$ cat src/rtl/mm_pkg.sv
// Shared definitions for the matrix-multiply memory front end.
package mm_pkg;

  localparam int unsigned ADDR_W = 16;

  typedef enum logic [1:0] {
    IDL,
    ISSUE,
    GAP
  } b_rd_state_e;

endpackage

$ cat src/rtl/sync_fifo.sv
// Synchronous FIFO with wrap-bit pointers, combinational head and synchronous flush.
module sync_fifo #(
  parameter int unsigned DEPTH = 4,
  parameter int unsigned WIDTH = 256
) (
  input  logic             clk,
  input  logic             rst_n,
  input  logic             flush_i,
  input  logic             wr_en_i,
  input  logic [WIDTH-1:0] wr_data_i,
  input  logic             rd_en_i,
  output logic [WIDTH-1:0] rd_data_o,
  output logic             empty_o
);

  localparam int unsigned AW = $clog2(DEPTH);

  logic [AW:0]      wr_ptr_q, wr_ptr_d;
  logic [AW:0]      rd_ptr_q, rd_ptr_d;
  logic [WIDTH-1:0] mem_q [DEPTH];
  logic             full;
  logic             wr_fire;
  logic             rd_fire;

  assign empty_o   = (wr_ptr_q == rd_ptr_q);
  assign full      = (wr_ptr_q[AW] != rd_ptr_q[AW]) &&
                     (wr_ptr_q[AW-1:0] == rd_ptr_q[AW-1:0]);
  assign wr_fire   = wr_en_i & ~full;
  assign rd_fire   = rd_en_i & ~empty_o;
  assign rd_data_o = mem_q[rd_ptr_q[AW-1:0]];

  always_comb begin
    wr_ptr_d = wr_ptr_q;
    rd_ptr_d = rd_ptr_q;
    if (flush_i) begin
      wr_ptr_d = '0;
      rd_ptr_d = '0;
    end else begin
      if (wr_fire) wr_ptr_d = wr_ptr_q + {{AW{1'b0}}, 1'b1};
      if (rd_fire) rd_ptr_d = rd_ptr_q + {{AW{1'b0}}, 1'b1};
    end
  end

  always_ff @(posedge clk or negedge rst_n) begin
    if (!rst_n) begin
      wr_ptr_q <= '0;
      rd_ptr_q <= '0;
    end else begin
      wr_ptr_q <= wr_ptr_d;
      rd_ptr_q <= rd_ptr_d;
    end
  end

  always_ff @(posedge clk) begin
    if (wr_fire && !flush_i) mem_q[wr_ptr_q[AW-1:0]] <= wr_data_i;
  end

endmodule

$ cat src/rtl/mem_b_read_engine.sv
// B-side read engine: pops addresses, issues credit-limited reads, buffers rows for the array.
module mem_b_read_engine
  import mm_pkg::*;
#(
  parameter int unsigned MEM_DATA_WIDTH_BYTES = 32,
  parameter int unsigned OUT_DEPTH            = 4
) (
  input  logic                              clk,
  input  logic                              reset_n,
  input  logic                              start_i,
  input  logic [ADDR_W-1:0]                 b_fifo_addr,
  input  logic                              b_fifo_empty,
  output logic                              b_fifo_decr,
  output logic [ADDR_W-1:0]                 mem_b_addr,
  output logic                              mem_b_rd,
  input  logic [MEM_DATA_WIDTH_BYTES*8-1:0] mem_b_rdata,
  input  logic                              mem_b_rvalid,
  output logic [MEM_DATA_WIDTH_BYTES*8-1:0] b_data_o,
  output logic                              b_valid_o,
  input  logic                              b_ready_i,
  output logic                              busy_o,
  output logic                              err_o
);

  localparam int unsigned DW    = MEM_DATA_WIDTH_BYTES * 8;
  localparam int unsigned CNT_W = $clog2(OUT_DEPTH) + 1;

  b_rd_state_e       state_q, state_d;
  logic [CNT_W-1:0]  credits_q, credits_d;
  logic [CNT_W-1:0]  outst_q, outst_d;
  logic [CNT_W-1:0]  drop_q, drop_d;
  logic              rd_q, decr_q, err_q;
  logic [ADDR_W-1:0] addr_q;
  logic              issue;
  logic              rv_live, rv_drop, rv_err;
  logic              buf_wr, pop, buf_empty;
  logic [DW-1:0]     buf_head;

  always_ff @(posedge clk or negedge reset_n) begin
    if (!reset_n) state_q <= IDL;
    else          state_q <= state_d;
  end

  always_comb begin
    state_d = state_q;
    if (start_i) begin
      state_d = ISSUE;
    end else begin
      unique case (state_q)
        IDL:     state_d = IDL;
        ISSUE:   if (issue) state_d = GAP;
        GAP:     state_d = ISSUE;
        default: state_d = IDL;
      endcase
    end
  end

  always_comb begin
    issue = (state_q == ISSUE) && !b_fifo_empty && (credits_q != '0) && !start_i;
  end

  // A beat belongs to the stale set first; only with nothing pending at all is it an error.
  assign rv_drop = mem_b_rvalid && (drop_q != '0);
  assign rv_live = mem_b_rvalid && (drop_q == '0) && (outst_q != '0);
  assign rv_err  = mem_b_rvalid && (drop_q == '0) && (outst_q == '0);
  assign buf_wr  = rv_live && !start_i;
  assign pop     = b_valid_o && b_ready_i && !start_i;

  always_comb begin
    credits_d = credits_q;
    outst_d   = outst_q;
    drop_d    = drop_q;
    if (start_i) begin
      credits_d = CNT_W'(OUT_DEPTH);
      outst_d   = '0;
      drop_d    = drop_q + outst_q - CNT_W'(rv_drop | rv_live);
    end else begin
      credits_d = credits_q - CNT_W'(issue) + CNT_W'(pop);
      outst_d   = outst_q + CNT_W'(issue) - CNT_W'(rv_live);
      drop_d    = drop_q - CNT_W'(rv_drop);
    end
  end

  always_ff @(posedge clk or negedge reset_n) begin
    if (!reset_n) begin
      credits_q <= CNT_W'(OUT_DEPTH);
      outst_q   <= '0;
      drop_q    <= '0;
      rd_q      <= 1'b0;
      decr_q    <= 1'b0;
      addr_q    <= '0;
      err_q     <= 1'b0;
    end else begin
      credits_q <= credits_d;
      outst_q   <= outst_d;
      drop_q    <= drop_d;
      rd_q      <= issue;
      decr_q    <= issue;
      if (issue) addr_q <= b_fifo_addr;
      err_q     <= err_q | rv_err;
    end
  end

  sync_fifo #(
    .DEPTH (OUT_DEPTH),
    .WIDTH (DW)
  ) u_row_buf (
    .clk       (clk),
    .rst_n     (reset_n),
    .flush_i   (start_i),
    .wr_en_i   (buf_wr),
    .wr_data_i (mem_b_rdata),
    .rd_en_i   (pop),
    .rd_data_o (buf_head),
    .empty_o   (buf_empty)
  );

  assign mem_b_rd    = rd_q;
  assign b_fifo_decr = decr_q;
  assign mem_b_addr  = addr_q;
  assign err_o       = err_q;
  assign b_valid_o   = !buf_empty;
  assign b_data_o    = buf_empty ? '0 : buf_head;
  assign busy_o      = (outst_q != '0) || (drop_q != '0) || !buf_empty;

endmodule

$ cat config.mk
export PLATFORM = sky130hd
export DESIGN_NAME = mem_b_read_engine
export DESIGN_NICKNAME = d
export VERILOG_FILES = /design/src/rtl/mm_pkg.sv /design/src/rtl/sync_fifo.sv /design/src/rtl/mem_b_read_engine.sv
export SDC_FILE = /design/constraint.sdc
export NUM_CORES = 1
export LEC_CHECK = 0
export CORE_MARGIN = 2
export CORE_UTILIZATION = 59
export CTS_CLUSTER_DIAMETER = 150
export CTS_CLUSTER_SIZE = 12
export DETAILED_ROUTE_END_ITERATION = 16
export MAX_ROUTING_LAYER = met4
export PLACE_DENSITY = 0.83
export SYNTH_ARGS = -nofsm -noshare
export SYNTH_HDL_FRONTEND = slang
export SYNTH_HIERARCHICAL = 1
export SYNTH_SLANG_ARGS = --single-unit
$ cat constraint.sdc
create_clock -name clk -period 43.8 [get_ports clk]
set_clock_uncertainty 0.15 [all_clocks]
set_input_delay 13.14 -clock clk [delete_from_list [all_inputs] [get_ports clk]]
set_output_delay 13.14 -clock clk [all_outputs]
set_load 0.01 [all_outputs]
==> flow_metrics.py <==
metrics = {
    "power_and_ir_drop": {
        "pwr-share-seq_pct": 52.4,
        "combPwrFrac_pct": 13.4,
        "power_leakage_nw": 15.3,
        "p_sw_mw": 0.483,
        "intPower_mw": 1.69,
        "powerDensity_nw_per_um2": 43.8,
        "p_clk_share_pct": 34.2,
        "vdd_ir_drop_max_v": 0.0000556,
        "switching_share_pct": 22.2,
    },
    "sta": {
        "min_period_over_period_pct": 42.6,
        "final-setup-viol-count": 0,
        "max-slew-margin-rel_pct": 27.0,
        "worst_slew_pin_slew_ns": 1.10,
        "period_minus_slack_ns": 18.65,
        "rsz0062_at_grt": "false",
        "final_max_slew_viol_count": 0,
        "finalHoldViolations": 0,
        "max_freq_mhz": 53.6,
        "finalSetupTns_ns": 0,
    },
    "logic_synthesis": {
        "yosys_warnings": 6,
        "syn_inst": 1800,
        "synthArstFlopShare_pct": 3.31,
        "ys.flop_type": "edfxtp_1",
        "synth-seq-cells": 1059,
        "synth_edf_count": 1024,
        "netlist_area_um2": 40600,
        "yosysTopAreaCell": "edfxtp_1",
        "ys_seq_area_share_pct": 77.9,
        "synth.top_cell.area_share_pct": 75.8,
        "syn_area_per_cell_um2": 22.5,
        "ys_types": 45,
        "synth_area_leaders": "edfxtp_1 76%, mux4_2 14%, nor2b_1 4.1%",
        "synth_nets": 2095,
    },
    "detailed_routing": {
        "drt-total-wl_mm": 88.7,
        "antenna_left": 0,
        "firstDrtPassIters": 5,
        "vias": 19800,
        "drt-vias-per-instance": 5.98,
        "drc": 0,
        "avgRoutedWirePerCell_um": 26.8,
        "drt_iter0_drc": 2222,
    },
    "setup_path": {
        "crit_type": "register to primary output",
        "cp.arrival_ns": 5.36,
        "setup.worst_path.end_class": "primary output",
        "worst_ep_required_time_ns": 30.51,
        "start_kind": "register",
        "cp_max_fo": 49,
    },
    "die": {
        "die_h_um": 266,
        "start_util_pct": 59.4,
        "dieArea_um2": 70900,
        "ios": 555,
        "core_area_um2": 68300,
        "placementRows": 96,
        "die-width_um": 266,
    },
    "grt": {
        "grt_usage_pct": 25.9,
        "overflow": 0,
        "grt_pass1_wl_mm": 132,
        "antenna_found_initial": 19,
        "grt_max_degree": 147,
        "first_global_vias": 21000,
    },
    "clocking": {
        "postCtsSetupBuffers": 0,
        "cts_sinks": 1059,
        "cts_made_buffers": 98,
        "cts_hold_buffers": 0,
        "clkTransAtPathRegs_ns": 0.06,
        "ctsResizeCount": 0,
        "ctsRootBufferMaster": "clkbuf_16",
        "clk-insertion-delay-late_ns": 0.65,
        "cts_tree": "built",
        "cts-htree-levels": 3,
        "cts_buffer_depth": 3,
    },
    "final_layout": {
        "layout.nets": 2679,
        "synthToLayoutAreaGrowth_pct": 22.4,
        "instances_no_fill": 3309,
        "drive_above_1_share_pct": 17.2,
        "layout_common_cells": "1,024 x edfxtp_1, 554 x clkdlybuf4s50_1, 263 x nor2b_1",
        "layout.cells.most_common": "edfxtp_1",
        "stdcell_area_um2": 49700,
    },
    "place": {
        "dp.cells": 3166,
        "hpwl_mm": 51.7,
        "gp_congestion": 0.796,
        "dpl-instance-area_um2": 47000,
        "portBuffers": 554,
    },
    "status": {
        "status": "finished clean",
    },
    "worst_hold_path": {
        "hp-class": "register to register",
    },
    "flow_run": {
        "max_cap_viol_count": 0,
    },
}
-- cell type report --
type                    count  area [um^2]
repair buffers            577         5760
clock buffers             114         2510
clock inverters             7          129
diodes                     22         55.1
flip-flops and latches   1059        31600
multi-input cells         628         8410
fillers                  3701        18700
well taps                 882         1100
inverters                  20         75.1
-- cells by family (layout without fill, tap and decap cells) --
kind of cell	count (synthesis)	after routing	synth area share, %
flops	1059	1059	77.9
other cells	0	22	0
buf+inv	113	718	1.41
xor+xnor	12	12	0.370
mux	274	274	14.8
fa+ha+maj	17	17	0.580
simple gates	306	306	4.66
compound gates	19	19	0.293
-- cells in the mapped netlist, types with 2 or more instances --
| cell type | instances |
|---|---|
| a21oi_1 | 5 |
| a22oi_1 | 2 |
| and2_1 | 5 |
| buf_1 | 3 |
| buf_2 | 30 |
| buf_4 | 24 |
| clkbuf_1 | 34 |
| dfrtp_1 | 34 |
| edfxtp_1 | 1024 |
| fa_1 | 3 |
| ha_1 | 14 |
| inv_1 | 20 |
| mux2_2 | 9 |
| mux2_4 | 7 |
| mux2i_1 | 2 |
| mux4_2 | 256 |
| nand2_1 | 4 |
| nand2b_1 | 3 |
| nand3_1 | 4 |
| nand4_1 | 4 |
| nor2_1 | 7 |
| nor2b_1 | 263 |
| nor3_1 | 6 |
| nor3b_1 | 2 |
| nor4_1 | 3 |
| o211ai_1 | 2 |
| o21ai_0 | 5 |
| xnor2_1 | 5 |
| xor2_1 | 2 |
| xor2_2 | 3 |
-- critical path, stage by stage, from the launching register on --
cell	delay, ns
dfrtp_4	0.84
buf_4	0.71
buf_4	0.77
buf_4	0.88
mux4_2	0.61
nor2b_1	0.17
clkdlybuf4s50_1	0.56
-- metal layers --
layer | routed length (um) | global-route usage, % | vias to the layer above
met1 | 32100 | 32.5 | 10300
met3 | 8440 | 7.59 | 140
li1 | - | - | 8445
met2 | 46000 | 42.2 | 932
met5 | 0 | - | -
met4 | 2080 | 6.57 | 0
-- power by group through the flow --
| stage | combinational, mW | sequential (mW) | clock, mW |
|---|---|---|---|
| detailed placement | 0.292 | 1.16 | 0 |
| global route | 0.312 | 1.14 | 0.792 |
| CTS | 0.296 | 1.14 | 0.758 |
| floorplan | 0.154 | 1.16 | 0 |
| finish | 0.291 | 1.14 | 0.744 |
| global placement | 0.286 | 1.16 | 0 |
-- sequential cells by signal (all words and copies together), names as in the netlist, 2 cells and up --
name	count
outst_q	3
mem_b_addr	16
state_q	2
u_row_buf/wr_ptr_q	3
u_row_buf/rd_ptr_q	3
u_row_buf/mem_q	1024
credits_q	3
drop_q	3
-- through the flow --
stage          setup WS (ns)  hold WS (ns)  util (%)  power, mW
2_1_floorplan           2.17         0.297         -       1.32
3_3_place_gp           25.30         0.294      68.7       1.44
3_5_place_dp           25.10         0.294      68.7       1.45
4_1_cts                24.96         0.328      72.6       2.19
5_1_grt                24.66         0.367      72.7       2.24
6_report               25.15         0.326      72.7       2.17
-- worst paths after layout --
check,start,to,slack [ns],cells after the start
setup / recovery,u_row_buf/rd_ptr_q[0]$_DFFE_PN0P_,b_data_o[122],25.15,6
hold / removal,err_o$_DFF_PN0_,err_o$_DFF_PN0_,0.33,1
setup reg to reg,u_row_buf/rd_ptr_q[0]$_DFFE_PN0P_,u_row_buf/mem_q[1][109]$_DFFE_PP_,37.44,7
hold reg to reg,err_o$_DFF_PN0_,err_o$_DFF_PN0_,0.33,1
max in group asynchronous,reset_n,u_row_buf/rd_ptr_q[1]$_DFFE_PN0P_,30.35,2
min in group asynchronous,reset_n,mem_b_addr[7]$_DFFE_PN0N_,12.77,2
Note: power is estimated with default switching activity, not from simulation.
